## src/rtl/byteen_regfile.sv

```systemverilog
// byteen_regfile: DEPTH x (8*NUM_BYTES) register bank with per-byte write
// enables, a registered read port and a sequenced bulk-clear engine.
//
// Optional feature, enabled by defining BYTEEN_REGFILE_BYPASS_EN:
//   same-cycle read and write of one entry returns the merged (post-write)
//   word. Without the macro the read returns the stored (pre-write) word
//   and no forwarding logic is built.
//
// state | meaning
// ------+------------------------------------------------------------
// IDLE  | normal operation; reads and writes accepted
// CLEAR | zeroing entry[ptr] each cycle; busy=1, reads/writes ignored
module byteen_regfile #(
  parameter int NUM_BYTES = 2,
  parameter int DEPTH     = 8,
  localparam int AW       = $clog2(DEPTH),
  localparam int DW       = 8 * NUM_BYTES
) (
  input  logic                 clk,
  input  logic                 resetn,
  input  logic                 clr_req,
  output logic                 busy,
  input  logic                 wr_en,
  input  logic [AW-1:0]        wr_addr,
  input  logic [NUM_BYTES-1:0] byteena,
  input  logic [DW-1:0]        wr_data,
  input  logic                 rd_en,
  input  logic [AW-1:0]        rd_addr,
  output logic [DW-1:0]        rd_data,
  output logic                 rd_valid
);

  typedef enum logic {IDLE = 1'b0, CLEAR = 1'b1} state_t;

  localparam logic [AW:0] DEPTH_W = (AW+1)'(DEPTH);

  state_t        state, state_nxt;
  logic [AW-1:0] ptr;
  logic          last_entry;
  logic          wr_acc;
  logic          rd_acc;
  logic          rd_in_range;
  logic [DW-1:0] rd_word;
  logic [DW-1:0] mem [DEPTH];

  assign last_entry  = (ptr == AW'(DEPTH - 1));
  // A clear request in the same cycle wins over a write; the write is dropped.
  assign wr_acc      = wr_en && !busy && !clr_req && ({1'b0, wr_addr} < DEPTH_W);
  assign rd_acc      = rd_en && !busy;
  assign rd_in_range = ({1'b0, rd_addr} < DEPTH_W);

  // State register and clear pointer; pointer parks at 0 outside CLEAR.
  always_ff @(posedge clk or negedge resetn) begin
    if (!resetn) begin
      state <= IDLE;
      ptr   <= '0;
    end else begin
      state <= state_nxt;
      if (state == CLEAR) ptr <= ptr + 1'b1;
      else                ptr <= '0;
    end
  end

  // Next-state: a request in IDLE starts a sweep; it ends after the last entry.
  always_comb begin
    state_nxt = state;
    case (state)
      IDLE:    if (clr_req)    state_nxt = CLEAR;
      CLEAR:   if (last_entry) state_nxt = IDLE;
      default: state_nxt = IDLE;
    endcase
  end

  // Outputs decoded from state: busy covers exactly the DEPTH sweep cycles.
  always_comb begin
    busy = 1'b0;
    if (state == CLEAR) busy = 1'b1;
  end

  // Storage: sweep zeroes entry[ptr]; accepted writes update enabled lanes only.
  always_ff @(posedge clk or negedge resetn) begin
    if (!resetn) begin
      for (int e = 0; e < DEPTH; e++) mem[e] <= '0;
    end else begin
      for (int e = 0; e < DEPTH; e++) begin
        if (busy && (ptr == AW'(e))) begin
          mem[e] <= '0;
        end else if (wr_acc && (wr_addr == AW'(e))) begin
          for (int b = 0; b < NUM_BYTES; b++)
            if (byteena[b]) mem[e][8*b +: 8] <= wr_data[8*b +: 8];
        end
      end
    end
  end

  // Read word selection; out-of-range addresses read as zero.
  always_comb begin
    rd_word = '0;
    if (rd_in_range) rd_word = mem[rd_addr];
`ifdef BYTEEN_REGFILE_BYPASS_EN
    if (wr_acc && (wr_addr == rd_addr)) begin
      for (int b = 0; b < NUM_BYTES; b++)
        if (byteena[b]) rd_word[8*b +: 8] = wr_data[8*b +: 8];
    end
`endif
  end

  // Registered read port: data holds between reads, valid pulses per read.
  always_ff @(posedge clk or negedge resetn) begin
    if (!resetn) begin
      rd_data  <= '0;
      rd_valid <= 1'b0;
    end else begin
      rd_valid <= rd_acc;
      if (rd_acc) rd_data <= rd_word;
    end
  end

endmodule

```

## config.mk

```make
export PLATFORM = sky130hd
export DESIGN_NAME = byteen_regfile
export DESIGN_NICKNAME = d
export VERILOG_FILES = /design/src/rtl/byteen_regfile.sv
export SDC_FILE = /design/constraint.sdc
export NUM_CORES = 1
export LEC_CHECK = 0
export CAP_MARGIN = 30
export CORE_MARGIN = 2
export CORE_UTILIZATION = 47
export CTS_BUF_LIST = sky130_fd_sc_hd__clkbuf_8
export DETAILED_ROUTE_END_ITERATION = 10
export PLACE_DENSITY_LB_ADDON = 0.25
export RECOVER_POWER = 25
export SLEW_MARGIN = 30
export SYNTH_ARGS = -nofsm -noshare
export SYNTH_HDL_FRONTEND = slang
export SYNTH_SLANG_ARGS = --single-unit
```

## constraint.sdc

```tcl
create_clock -name clk -period 1.8 [get_ports clk]
set_clock_uncertainty 0.15 [all_clocks]
set_input_delay 0.36 -clock clk [delete_from_list [all_inputs] [get_ports clk]]
set_output_delay 0.36 -clock clk [all_outputs]
set_load 0.005 [all_outputs]
```

== Yosys cells after proc, flatten, opt, wreduce, memory -nomap -nowiden ==
Index checks and enable logic that the tools add are counted.

* Multiplexer cells: 26
* Bitwise logic cells: 2
* $lt $le $gt $ge: 1
* Multipliers: 0
* Reductions and logical operators: 63
* $add $sub $neg: 1
* Shift operators: 0
* Div/mod/pow operators: 0
* Equal/unequal tests: 14

{| class="wikitable"
|+ Operators by type and width
! kind !! count
|-
| 2-to-1 mux 16 bit || 18
|-
| binary-select mux 16 bit (select 3 bit) || 1
|-
| nonzero test 2 bit || 24
|-
| AND reduction 2 bit || 16
|-
| == test 3 bit (second input constant) || 8
|-
| logical AND 1 bit || 19
|-
| 2-to-1 mux 8 bit || 2
|-
| == test 3 x 2 -> 1 bit (second input constant) || 4
|-
| == test 3 x 1 -> 1 bit (second input constant) || 2
|-
| zero test 3 bit || 2
|-
| >= comparator 4 bit (second input constant) || 1
|-
| NOT 3 -> 4 bit || 1
|-
| adder 3 x 1 -> 3 bit (second input constant) || 1
|-
| 2-to-1 mux 1 bit || 3
|-
| 2-to-1 mux 3 bit || 1
|-
| zero test 1 bit || 2
|-
| one-hot mux 1 bit (2 select lines) || 1
|-
| NOT 1 bit || 1
|}

* Output and inout port bits: 18
* Bits in read-only memories: 0
* Register bits: 149
* Input port bits: 29
* Memories kept: 0
* Bits in writable memories: 0
* Logic and storage cells: 127
* Bits in latches: 0

== Logic depth before layout (Yosys ltp) ==
Gate-level depths: netlist of the first run.

* Depth after elaboration: 7
* Mapped depth: 6
* Depth with buffers taken out: 5

== Worst setup path before layout of the first run ==
Ideal clock, no wire load.

* Path type: flip-flop to flip-flop
* Start point: register state
* End point: register mem[80] in the netlist's numbering
* Buffers on the path: 1
* Data required time: 1522 ps
* Arrival time: 1410 ps
* Cell stages (with the launch flop): 5
* Slack: 112 ps
* Library setup time: 128 ps
* Clock period less this slack: 1688 ps
* Path through: dfrtp_1 > or4b_1 > buf_4 > nor2_4 > o21ai_0

* Longest elaborated chain between the ends: 7
* Elaborated cells on any way between the ends: 10
* Those cells by class: mux: 2; reduce/logical: 8

{| class="wikitable"
|+ Ends and longest elaborated chain
! item !! line !! text
|-
| start, declared || 37 || <nowiki>state_t state, state_nxt;</nowiki>
|-
| start signal, assigned || 58 || <nowiki>state <= state_nxt;</nowiki>
|-
| 2-to-1 mux 1 bit * || 77 || <nowiki>if (state == CLEAR) busy = 1'b1;</nowiki>
|-
| zero test 1 bit || 48 || <nowiki>assign wr_acc = wr_en && !busy && !clr_req && ({1'b0, wr_addr} < DEPTH_W);</nowiki>
|-
| logical AND 1 bit (2 in series) || 48 ||
|-
| logical AND 1 bit || 88 || <nowiki>end else if (wr_acc && (wr_addr == AW'(e))) begin</nowiki>
|-
| nonzero test 2 bit (no source line) || - ||
|-
| AND reduction 2 bit (no source line) || - ||
|-
| end signal, assigned by index || 90 || <nowiki>if (byteena[b]) mem[e][8*b +: 8] <= wr_data[8*b +: 8];</nowiki>
|-
| end, declared || 44 || <nowiki>logic [DW-1:0] mem [DEPTH];</nowiki>
|}

Mark *: on every way between the ends. The rest lies on a longest branch, timed or not.
A chain may end at the register's enable or synchronous reset.

== Final worst setup path of the first run ==
* Start point: register state
* End point: register mem[90] in the netlist's numbering

Same word-level chain as after synthesis.

==> summary.md, run 1 <==
| Metric | Value |
|---|---|
| Leading area contributor after synthesis | `dfrtp_1` |
| Total CTS buffers | `17` |
| Peak supply drop | `469.4 uV` |
| Cells on worst reg2reg path | `5` |
| Post-route setup slack | `-0.01953 ns` |
| Crit path time final | `1.820 ns` |
| Fmax | `0.5496 GHz` |
| Final core occ | `58.47%` |
| Final RePlAce weighted congestion | `0.8257` |
| I/O Pins | `47` |
| Drt pass-1 iters | `5` |
| FFs w/ async S/R, synth | `100.0%` |
| Most frequent cell after synthesis | `dfrtp_1` |
| Internal reg-to-reg setup slack | `-0.02 ns` |
| CP Launch Type | `register` |
| Synthesized area | `0.007493 mm^2` |
| Worst-path clk slew | `0.07 ns` |
| Die Y | `130.3 um` |
| Overflow after GRT | `0` |
| Synth top area share | `49.76%` |
| GR Util met2 | `39.51%` |
| Clock tree sinks | `149` |
| Mapped Cells | `805` |
| Placed insts | `1,061` |
| Arrival @ worst endpoint | `2.01 ns` |
| FP Rows | `46` |
| Diodes inserted | `0` |
| DR iter-0 viols | `594` |
| H-tree level count | `4` |
| Post-DP Area | `0.008685 mm^2` |
| Synth warn | `0` |
| Drt via density | `5.894` |
| Die area | `0.01697 mm^2` |
| Vias | `6,483` |
| All-layer global routing usage | `26.47%` |
| Non-filler cells, final | `1,100` |
| Initial antenna violation count | `0` |
| Post-route cell area | `0.009188 mm^2` |
| Busiest grt layer | `met2` |
| Setup TNS | `-0.08579 ns` |
| Core Region | `0.01571 mm^2` |
| Final #Nets | `907` |
| Max Slew Vio Count | `0` |
| Failing checks | `setup timing` |
| CP endpoint kind | `register` |
| Detailed placer's ending HPWL | `14,510 um` |
| Rel. slew slack | `63.56%` |
| RSZ-0062 raised after global routing | `yes` |
| Min-delay worst type | `in -> async` |
| Slew @ Worst Pin | `0.5466 ns` |
| Per-cell routed wire length | `19.35 um` |
| Leakage power | `4.104 nW` |
| Vias in the first global route | `6,347` |
| Layout cell share with drive strength beyond 1 | `18.10%` |
| GR Util met1 | `38.35%` |
| Crit Path Class | `reg -> reg` |
| Post-synthesis sequential area ratio | `49.76%` |
| Status | `finished, violations left` |
| Mapped Nets | `840` |
| Commonest cells in the synthesized netlist | `dfrtp_1 (149), nand2_1 (147), o21ai_0 (117)` |
| TritonCTS clock tree | `built` |
| Final hold vios | `0` |
| Worst-path maximum fanout | `8` |
| Post-synth EDFFs | `0` |
| Most area-consuming cells after synthesis | `dfrtp_1 (50%), o21ai_0 (7.8%), nand2_1 (7.4%)` |
| Root buffer cell | `clkbuf_8` |
| Pin count of the biggest net entering global routing | `48` |
| Synth cell types | `32` |
| Setup violators final | `6` |
| Max-Cap Viols | `0` |
| Synth Area per Inst | `9.309 um^2` |
| Ys flop type | `dfrtp_1` |
| Routed Antenna Nets | `0` |
| DRC viols | `0` |
| Area delta synth->final | `22.61%` |
| Die W | `130.3 um` |
| PortBufs | `46` |
| CTS Buffer Depth | `2` |
| Total wire length | `21,290 um` |
| Pwr/cell area | `1211 mW/mm^2` |
| CP required | `1.99 ns` |
| Initial core utilization | `47.69%` |
| Final cycle utilization of the critical path | `101.1%` |
| Clock Latency Late Sink | `0.46 ns` |
| Seq cells post-synth | `149` |
| Met3 usage | `5.904%` |
| First-pass GRT wire length | `34,070 um` |
| # fillers | `1,350` |
-- worst max-delay path, cell delays in order (launching register included) --
cell	delay [ns]
dfrtp_2	0.42
buf_6	0.12
or4b_4	0.51
buf_12	0.18
nor2_4	0.23
o21ai_1	0.09
-- final cells by class --
| class | instances | area, um^2 | share of cell area [%] |
|---|---|---|---|
| flip-flops and latches | 149 | 3730 | 40.60 |
| repair buffers | 130 | 1334 | 14.52 |
| clock inverters | 10 | 130.1 | 1.416 |
| multi-input cells | 569 | 3416 | 37.18 |
| clock buffers | 21 | 289.0 | 3.146 |
| inverters | 5 | 18.77 | 0.2043 |
| well taps | 216 | 270.3 | 2.942 |
-- cells in the final DEF, fill, tap and decap left out, types with 26 or more instances in the layout --
cell / n
buf_4: 52
clkdlybuf4s50_1: 26
dfrtp_1: 148
mux2_2: 32
mux2i_1: 33
nand2_1: 147
nand3_1: 94
nand4_1: 39
o21ai_0: 91
o21ai_1: 32
-- cell families (layout without fill, tap and decap cells) --
logic type | Yosys count | after routing | synth area share, %
compound gates | 176 | 176 | 13.36
simple gates | 322 | 322 | 21.54
fa+ha+maj | 6 | 6 | 1.002
flops | 149 | 149 | 49.76
mux | 65 | 65 | 9.217
buf+inv | 87 | 166 | 5.126
-- per-stage QoR --
stage	hold WS (ns)	power [W]	setup WS, ns
finish	0.2435	0.01112	-0.01953
floorplan	-0.08559	0.006776	0.1118
global route	0.2918	0.01179	-0.06001
detailed placement	0.1807	0.008409	-0.5054
CTS	0.2629	0.01112	-0.004333
global placement	0.1777	0.008215	-0.4518
-- flip-flops by register name, indices dropped and copies added, names as in the netlist --
signal,flops
mem,128
rd_data,16
ptr,3
rd_valid,1
state,1
-- per-layer routing --
layer / up-vias / wire [um]
met4: 0 / 362
met2: 266 / 9873
met5: - / 0
met3: 30 / 1616
li1: 2990 / -
met1: 3197 / 9438
-- final timing paths --
check / to / startpoint
worst max register to register: mem[90] / state
worst min register to register: rd_data[5] / rd_data[5]
max in group asynchronous: state / resetn
min in group clk: rd_data[5] / rd_data[5]
worst max-delay path: mem[90] / state
worst min-delay path: mem[90] / resetn
-- timing repair --
| action | 4_1_cts | 5_1_grt |
|---|---|---|
| hold buffers | 1 | 0 |
| endpoints found under the setup margin | 70 | 44 |
| gates resized for setup | 45 | 18 |
| pin swaps | 17 | 9 |
| hold endpoints to repair | 42 | 0 |
| buffers inserted | 6 | 1 |
-- power by group --
group	switching, W	total, W	leakage, nW	internal [W]
sequential	0.000573	0.00494	2.01	0.00437
combinational	0.00187	0.00343	1.88	0.00156
clock	0.00125	0.00275	0.212	0.00150
(Power assumes the default switching activity.)
==> run 2, diff against run 1 <==
--- a/config.mk
+++ b/config.mk
@@ -12,6 +12,7 @@
 export DETAILED_ROUTE_END_ITERATION = 10
 export PLACE_DENSITY_LB_ADDON = 0.25
 export RECOVER_POWER = 25
+export SKIP_CTS_REPAIR_TIMING = 1
 export SLEW_MARGIN = 30
 export SYNTH_ARGS = -nofsm -noshare
 export SYNTH_HDL_FRONTEND = slang
==> run 2 against run 1 <==
The run still ends with setup timing left; sequential share of layout area fell by 0.43 points; non-clock buffer count increased by 2; clock power hardly changed; critical path depth unchanged; fmax decreased by 3.5%; combinational power rose by 3%; hold slack improved by 0.092 ns; critical endpoint is now mem[92]; first-iteration DRC count increased by 7.1%; core utilization is 0.63 points higher; cell count rose by 0.18%; die area unchanged.
==> summary.md, run 2 (synthesis results as in run 1) <==
| Metric | Value |
|---|---|
| Status | `finished, violations left` |
| Failing checks | `setup timing` |
| Initial core utilization | `47.69% (unchanged)` |
| Max reg flops | `128 (unchanged)` |
| Slew @ Worst Pin | `0.7148 ns (+0.1682 ns)` |
| Arrival @ worst endpoint | `2.06 ns (+0.05 ns)` |
| Total CTS buffers | `17 (unchanged)` |
| Total wire length | `21,430 um (+0.65%)` |
| Fmax | `0.5303 GHz (-3.5%)` |
| Peak supply drop | `484.6 uV (+3.2%)` |
| DR iter-0 viols | `636 (+7.1%)` |
| Post-DP Area | `0.008685 mm^2 (unchanged)` |
| Pin count of the biggest net entering global routing | `48 (unchanged)` |
| Max-Cap Viols | `0 (unchanged)` |
| Final cycle utilization of the critical path | `104.8% (+3.7 points)` |
| Crit Path Class | `reg -> reg` |
| Diodes inserted | `0 (unchanged)` |
| H-tree level count | `4 (unchanged)` |
| TritonCTS clock tree | `built` |
| Post-route setup slack | `-0.08565 ns (-0.06612 ns)` |
| Area delta synth->final | `23.93%` |
| Initial antenna violation count | `0 (unchanged)` |
| Detailed placer's ending HPWL | `14,510 um (unchanged)` |
| Internal reg-to-reg setup slack | `-0.09 ns (-0.07 ns)` |
| Clock tree sinks | `149 (unchanged)` |
| Clock Latency Late Sink | `0.46 ns (about the same)` |
| Final hold vios | `0 (unchanged)` |
| FP Rows | `46 (unchanged)` |
| RSZ-0062 raised after global routing | `yes` |
| Rel. slew slack | `52.35% (-11 points)` |
| Pwr/cell area | `1209 mW/mm^2 (-0.12%)` |
| Min-delay worst type | `reg -> reg` |
| Post-route cell area | `0.009286 mm^2 (+1.1%)` |
| Setup TNS | `-0.6888 ns (-0.6030 ns)` |
| CP required | `1.98 ns (about the same)` |
| Biggest register | `mem` |
| Most frequent cells in the layout | `dfrtp_1 (148), nand2_1 (147), nand3_1 (94), o21ai_0 (94), buf_4 (54)` |
| Final RePlAce weighted congestion | `0.8257 (unchanged)` |
| Worst-path clk slew | `0.08 ns (about the same)` |
| PortBufs | `46 (unchanged)` |
| Top delay family on crit path | `simple AND/OR/NAND/NOR gates` |
| Max Slew Vio Count | `0 (unchanged)` |
| Core Region | `0.01571 mm^2 (unchanged)` |
| All-layer global routing usage | `26.33% (-0.14 points)` |
| Die W | `130.3 um (unchanged)` |
| WP buf/inv | `2 (unchanged)` |
| Vias in the first global route | `6,334 (-0.20%)` |
| Biggest regs | `mem x128, rd_data x16, ptr x3` |
| CP endpoint kind | `register` |
| Setup violators final | `21 (+15)` |
| Slowest library cell on the worst path | `or4b_4` |
| I/O Pins | `47 (unchanged)` |
| Worst-path maximum fanout | `8 (unchanged)` |
| Final #Nets | `909 (+0.22%)` |
| Overflow after GRT | `0 (unchanged)` |
| CP Launch Type | `register` |
| Routed Antenna Nets | `0 (unchanged)` |
| CTS Buffer Depth | `2 (unchanged)` |
| Per-cell routed wire length | `19.44 um (+0.47%)` |
| Hold WS | `0.3353 ns (+0.09173 ns)` |
| First-pass GRT wire length | `33,910 um (-0.47%)` |
| Post-place setup slack | `-0.5054 ns (unchanged)` |
| Crit path largest cell delay | `0.51 ns (about the same)` |
| Vias | `6,480 (-0.046%)` |
| Drt via density | `5.880 (-0.23%)` |
| Most common cell after layout, fill and taps aside | `dfrtp_1` |
| Die Y | `130.3 um (unchanged)` |
| CP cell instances | `buf_6 > or4b_4 > buf_12 > nor2_4 > o21ai_0` |
| Crit path time final | `1.886 ns (+0.06612 ns)` |
| Drt pass-1 iters | `4 (-1)` |
| Final core occ | `59.10% (+0.63 points)` |
| DRC viols | `0 (unchanged)` |
| Layout cell share with drive strength beyond 1 | `19.07% (+0.97 points)` |
| Root buffer cell | `clkbuf_8` |
| Leakage power | `4.289 nW (+4.5%)` |
| Die area | `0.01697 mm^2 (unchanged)` |
run 2: changes by cell type in the layout (fill, tap and decap cells not counted), sizes merged:
| cell | before | now |
|---|---|---|
| buf | 81 | 82 |
| clkbuf | 25 | 26 |
| clkdlybuf4s15 | 1 | 0 |
| dlygate4sd2 | 17 | 0 |
| dlymetal6s2s | 0 | 18 |
run 2: metal layers:
| layer | wire, um | global-route usage [%] | up-vias |
|---|---|---|---|
| met2 | 9908 | 39.36 | 291 |
| met1 | 9438 | 38.00 | 3162 |
| met4 | 409 | 8.982 | 0 |
| li1 | - | - | 2991 |
| met3 | 1672 | 5.945 | 36 |
| met5 | 0 | 0 | - |
run 2: stage by stage:
stage          instances  total power [W]
5_1_grt             1102          0.01191
4_1_cts             1092          0.01114
3_5_place_dp        1061         0.008409
2_1_floorplan        805         0.006776
3_3_place_gp        1061         0.008215
6_report            1102          0.01123
run 2: layout make-up:
type	count	area [um^2]
well taps	216	270.3
repair buffers	132	1414
multi-input cells	569	3435
fillers	1330	6426
flip-flops and latches	149	3730
clock buffers	21	289.0
inverters	5	18.77
clock inverters	10	130.1
run 2: final timing paths:
check,from,endpoint,cells past startpoint
min in group asynchronous,resetn,mem[90],2
min reg2reg,rd_data[6],rd_data[6],2
max reg2reg,state,mem[92],5
min,rd_data[6],rd_data[6],2
max in group asynchronous,resetn,state,3
max,state,mem[92],5
run 2: where the power goes:
part           leakage [nW]  switching, W  internal [W]
Sequential             2.01      0.000576       0.00437
Combinational          2.07       0.00188       0.00166
Clock                 0.212       0.00124       0.00150
Total                  4.29       0.00370       0.00753
run 2: worst reg2reg max path, cell delays in order (launching register included):
cell	delay [ns]
dfrtp_2	0.43
buf_6	0.12
or4b_4	0.51
buf_12	0.18
nor2_4	0.23
o21ai_0	0.14
